==> config.mk <==
export PLATFORM = sky130hd
export DESIGN_NAME = rgb_pwm_fader_flat
export DESIGN_NICKNAME = d
export VERILOG_FILES = /design/src/rtl/rgb_pwm_fader_if.sv /design/src/rtl/rgb_pwm_fader.sv /design/src/flat_wrapper.sv
export SDC_FILE = /design/constraint.sdc
export NUM_CORES = 1
export LEC_CHECK = 0
export CAP_MARGIN = 20
export CORE_ASPECT_RATIO = 1.5
export CORE_UTILIZATION = 60
export DETAILED_ROUTE_END_ITERATION = 6
export PLACE_DENSITY = 0.83
export RECOVER_POWER = 50
export SYNTH_ARGS = -nofsm -noshare
export SYNTH_HDL_FRONTEND = slang
export SYNTH_SLANG_ARGS = --single-unit
==> constraint.sdc <==
create_clock -name clk -period 3.43 [get_ports clk]
set_input_delay 0.686 -clock clk [delete_from_list [all_inputs] [get_ports clk]]
set_output_delay 0.686 -clock clk [all_outputs]
set_load 0.02 [all_outputs]
==> src/rtl/rgb_pwm_fader_if.sv <==
// Pin bundle between the colour FSM, the RGB PWM fader and the LED pins.
// The fader is the slave. The colour FSM or the bench is the master.
interface rgb_pwm_fader_if;
    logic red_in;
    logic green_in;
    logic blue_in;
    logic red_pwm;
    logic green_pwm;
    logic blue_pwm;
    logic settled;

    modport master (
        output red_in, green_in, blue_in,
        input  red_pwm, green_pwm, blue_pwm, settled
    );

    modport slave (
        input  red_in, green_in, blue_in,
        output red_pwm, green_pwm, blue_pwm, settled
    );
endinterface

==> src/rtl/rgb_pwm_fader.sv <==
// RGB LED driver. Each channel fades linearly toward its 0/255 target and drives 8-bit PWM.
// Optional macro GAMMA_EN applies a squared perceptual curve, with one extra pipeline stage.
module rgb_pwm_fader #(
    parameter int unsigned STEP_CYCLES = 23_529,
    parameter bit          ACTIVE_LOW  = 1'b1
) (
    input logic            clk,
    input logic            rst_n,
    rgb_pwm_fader_if.slave io
);

    localparam int unsigned NCH = 3;
    localparam int unsigned SW  = (STEP_CYCLES > 1) ? $clog2(STEP_CYCLES) : 1;
    localparam logic [SW-1:0] STEP_LAST = SW'(STEP_CYCLES - 1);

    typedef enum logic [1:0] {HOLD, RAMP_UP, RAMP_DOWN} ch_state_t;

    logic [NCH-1:0] din;
    logic [NCH-1:0] target;
    logic [7:0]     duty      [NCH];
    logic [7:0]     duty_nxt  [NCH];
    logic [7:0]     level     [NCH];
    logic [7:0]     eff       [NCH];
    ch_state_t      state     [NCH];
    ch_state_t      state_nxt [NCH];
    logic [SW-1:0]  step_cnt;
    logic           tick;
    logic [7:0]     pwm_cnt;
    logic [NCH-1:0] on;
    logic [NCH-1:0] pwm_q;
    logic           settled_q;
    logic           settled_nxt;

    // Channel index 0 is red, 1 is green and 2 is blue.
    assign din  = {io.blue_in, io.green_in, io.red_in};
    assign tick = (step_cnt == STEP_LAST);

    always_ff @(posedge clk or negedge rst_n) begin
        if (!rst_n) begin
            target    <= '0;
            step_cnt  <= '0;
            pwm_cnt   <= '0;
            pwm_q     <= {NCH{ACTIVE_LOW}};
            settled_q <= 1'b1;
        end else begin
            target    <= din;
            step_cnt  <= tick ? '0 : step_cnt + 1'b1;
            pwm_cnt   <= pwm_cnt + 8'd1;
            pwm_q     <= on ^ {NCH{ACTIVE_LOW}};
            settled_q <= settled_nxt;
        end
    end

    always_ff @(posedge clk or negedge rst_n) begin
        if (!rst_n) begin
            for (int unsigned c = 0; c < NCH; c++) begin
                state[c] <= HOLD;
                duty[c]  <= '0;
            end
        end else begin
            for (int unsigned c = 0; c < NCH; c++) begin
                state[c] <= state_nxt[c];
                duty[c]  <= duty_nxt[c];
            end
        end
    end

    // The step direction comes from the current state. The next state is chosen
    // from the already-stepped duty. A target flip therefore takes effect one
    // cycle later, and reaching the level lands in HOLD on the same edge.
    always_comb begin
        settled_nxt = 1'b1;
        for (int unsigned c = 0; c < NCH; c++) begin
            level[c]    = target[c] ? '1 : '0;
            duty_nxt[c] = duty[c];
            unique case (state[c])
                RAMP_UP:   if (tick && duty[c] != '1) duty_nxt[c] = duty[c] + 8'd1;
                RAMP_DOWN: if (tick && duty[c] != '0) duty_nxt[c] = duty[c] - 8'd1;
                default:   ;
            endcase
            if (duty_nxt[c] == level[c])
                state_nxt[c] = HOLD;
            else if (level[c] > duty_nxt[c])
                state_nxt[c] = RAMP_UP;
            else
                state_nxt[c] = RAMP_DOWN;
            if (state[c] != HOLD || duty[c] != level[c])
                settled_nxt = 1'b0;
        end
    end

`ifdef GAMMA_EN
    logic [15:0] sq    [NCH];
    logic [7:0]  eff_q [NCH];

    always_comb begin
        for (int unsigned c = 0; c < NCH; c++)
            sq[c] = {8'd0, duty[c]} * {8'd0, duty[c]} + 16'd255;
    end

    always_ff @(posedge clk or negedge rst_n) begin
        if (!rst_n) begin
            for (int unsigned c = 0; c < NCH; c++) eff_q[c] <= '0;
        end else begin
            for (int unsigned c = 0; c < NCH; c++) eff_q[c] <= 8'(sq[c] >> 8);
        end
    end

    always_comb begin
        for (int unsigned c = 0; c < NCH; c++) eff[c] = eff_q[c];
    end
`else
    always_comb begin
        for (int unsigned c = 0; c < NCH; c++) eff[c] = duty[c];
    end
`endif

    always_comb begin
        on = '0;
        for (int unsigned c = 0; c < NCH; c++)
            on[c] = (eff[c] == '1) || (pwm_cnt < eff[c]);
    end

    assign io.red_pwm   = pwm_q[0];
    assign io.green_pwm = pwm_q[1];
    assign io.blue_pwm  = pwm_q[2];
    assign io.settled   = settled_q;

endmodule

==> src/flat_wrapper.sv <==
// flat-port wrapper written by rule: the top's interface ports become plain ports
module rgb_pwm_fader_flat 
#(
    parameter int unsigned STEP_CYCLES = 23_529,
    parameter bit          ACTIVE_LOW  = 1'b1
)
  (clk, rst_n, io_red_in, io_green_in, io_blue_in, io_red_pwm, io_green_pwm, io_blue_pwm, io_settled);
  rgb_pwm_fader_if io_i ();
  input logic clk;
  input logic rst_n;
  input wire logic [$bits(io_i.red_in)-1:0] io_red_in;
  input wire logic [$bits(io_i.green_in)-1:0] io_green_in;
  input wire logic [$bits(io_i.blue_in)-1:0] io_blue_in;
  output wire logic [$bits(io_i.red_pwm)-1:0] io_red_pwm;
  output wire logic [$bits(io_i.green_pwm)-1:0] io_green_pwm;
  output wire logic [$bits(io_i.blue_pwm)-1:0] io_blue_pwm;
  output wire logic [$bits(io_i.settled)-1:0] io_settled;
  assign io_i.red_in = io_red_in;
  assign io_i.green_in = io_green_in;
  assign io_i.blue_in = io_blue_in;
  assign io_red_pwm = io_i.red_pwm;
  assign io_green_pwm = io_i.green_pwm;
  assign io_blue_pwm = io_i.blue_pwm;
  assign io_settled = io_i.settled;
  rgb_pwm_fader #(.STEP_CYCLES(STEP_CYCLES), .ACTIVE_LOW(ACTIVE_LOW)) u_core (.clk(clk), .rst_n(rst_n), .io(io_i));
endmodule
==> out/results.txt <==
Filler cells - 686
Worst EP required - 3690 ps
Switch Pwr - 0.000482 W
Placed Cells - 721
Max VDD drop - 0.000239 V
most frequent cells in the layout - ha_1 (66), dfrtp_1 (56), inv_1 (48), nand2_1 (46), nand3_1 (39)
Num CTS Buffers - 9
CP max FO - 5
Die Y - 117 µm
final hold vios - 0
I/O pins - 9
post-layout instance area - 5930 µm²
fmax - 0.304 GHz
die area - 9270 µm²
clk_skew - 6.72 ps
global route total overflow - 0
power per cell area - 307 nW/µm²
WL final - 14.3 mm
Async SR Flop Fraction - 1.00
Final Max Tran Viols - 27
HP Class - reg2reg
Seq cells post-synth - 60
Post-Layout Cell Count - 740
Area after DPL - 5550 µm²
TritonCTS clock tree - done
via density per instance - 6.90
Chip Width - 78.9 µm
Worst setup SP type - register
CP Capture Type - register
latest clock arrival within the worst-skew pair - 340 ps
ant diodes - 0
Starting Density - 0.626
worst slew pin tran - 1530 ps
Residual DRC - 0
commonest non-fill, non-tap cell in the layout - ha_1
Combinational Power Share - 0.093
Register Area - 1510 µm²
Clock transition at path regs - 60 ps
Final GP Congestion - 0.974
worst r2r src - u_core.step_cnt[1]
Int Pwr - 0.00134 W
First-pass DRT Iterations - 7
sequential share of power - 0.398
Area Overhead vs Synth - 11.3%
CP Launch Point - u_core.step_cnt[1]
post-layout min period - 3290 ps
Yosys cell types - 74
Crit Path Category - reg2reg
H-tree levels - 3
via count - 5106
Cell Area, Synth - 5330 µm²
ys flop type - dfrtp_1
area of the multi-input gates - 3540 µm²
cell count after synthesis - 621
pin count of the biggest net entering global routing - 36
Mean Syn Cell Area - 8.58 µm²
Initial DRC Count - 380
yosys warns - 0
Final ANT Viol Nets - 0
EDFF count, synth - 0
fraction of layout cells with a size suffix above 1 - 0.0964
vias in the first global route - 5101
Worst EP arrival - 3550 ps
failing checks - max-capacitance violations, max-slew violations
max-cap check violation count - 1
final setup violation count - 0
relative slew slack - -0.0191
clock share of power - 0.509
Sink Count - 60
register area share after synthesis - 0.283
total track usage - 0.323
syn_nets - 692
initial antenna violation count - 0
status - complete, but fails checks
Buffers on Ports - 8
final HPWL from detailed placement - 10.4 mm
global-route wire length before repair - 23.6 mm
Switching Fraction - 0.265
Core ar. - 8520 µm²
clk buf depth - 2
Rows - 41
clk root buf - clkbuf_16
Final Net Count - 699
hold wc startpoint - u_core.pwm_cnt[0]
final period utilization - 0.960
Static Leakage - 2.49 nW
wire per inst - 19.3 µm
[cell usage after synthesis (all sizes together), types with 9 or more instances]
master / n / area share
xnor2: 9 / 0.015
clkbuf: 27 / 0.019
nand3: 39 / 0.037
inv: 48 / 0.034
o21ai: 23 / 0.022
nand2: 46 / 0.032
nor2: 27 / 0.019
a31oi: 15 / 0.018
dfrtp: 56 / 0.26
a21oi: 16 / 0.015
and4: 10 / 0.017
a21o: 15 / 0.021
nand4: 29 / 0.035
nor3: 20 / 0.020
ha: 66 / 0.16
o21a: 11 / 0.016
nor4: 14 / 0.022
[what timing repair did]
item	CTS	global route
endpoints found under the setup margin	0	5
buffers inserted	0	2
hold buffers	0	0
gates resized for setup	0	9
[power groups by stage]
stage	sequential, W	combinational, W	clock [W]
6_report	0.000723	0.000170	0.000926
5_1_grt	0.000724	0.000188	0.000976
4_1_cts	0.000723	0.000167	0.000940
3_5_place_dp	0.000736	0.000166	0
3_3_place_gp	0.000735	0.000159	0
2_1_floorplan	0.000734	0.000113	0
[stage by stage]
stage	setup WS, ps	setup TNS [ps]	power, W	util	hold slack, ps
detailed placement	98.5	0	0.000902	0.651	509
floorplan	270	0	0.000847	-	390
global route	-7.14	-7.14	0.00189	0.696	605
CTS	56.4	0	0.00183	0.686	377
finish	137	0	0.00182	0.696	575
global placement	167	0	0.000895	0.651	498
[sequential cells by signal (all words and copies together), names as in the netlist]
register	flops
u_core.step_cnt	15
u_core.target	3
u_core.io.settled	1
u_core.pwm_cnt	8
u_core.pwm_q	3
u_core.duty	24
u_core.state	6
[critical path: stages, from the launching register on]
cell,delay [ps]
dfrtp_1,410
inv_1,70
ha_1,160
nand2b_1,110
or4_4,610
nor4_4,290
mux2_1,390
o2111a_1,170
ha_1,300
a21o_1,190
a21o_1,180
a21o_1,190
nor3b_2,160
[routing by layer]
metal | part of all wire | vias up | track usage
met5 | 0 | - | 0
met4 | 0.045 | 0 | 0.167
met3 | 0.052 | 65 | 0.0615
met2 | 0.52 | 241 | 0.574
met1 | 0.38 | 2431 | 0.357
li1 | - | 2369 | -
[cell families (layout without fill, tap and decap cells)]
group / Yosys count / in the layout / synth area share
XOR/XNOR: 17 / 17 / 0.0279
AO/OA/AOI/OAI: 148 / 148 / 0.206
buffers and inverters: 82 / 94 / 0.0613
multiplexers: 6 / 6 / 0.0120
adder cells (fa/ha/maj): 66 / 66 / 0.155
AND/OR/NAND/NOR: 242 / 242 / 0.255
flip-flops: 60 / 60 / 0.283
[path summary, 6_finish.rpt]
path	slack, ps	to	cells after the start
max	140	u_core.state[5]	12
min	580	u_core.pwm_cnt[0]	1
max reg2reg	140	u_core.state[5]	12
min reg2reg	580	u_core.pwm_cnt[0]	1
max in group asynchronous	1090	u_core.pwm_cnt[2]	2
min in group asynchronous	710	u_core.target[0]	1
[layout make-up]
class                   count  area share
multi-input cells         479       0.597
flip-flops and latches     60       0.254
repair buffers             30      0.0449
clock buffers               9      0.0380
inverters                  48      0.0304
well taps                 107      0.0226
clock inverters             7      0.0127
(Power assumes the default switching activity.)
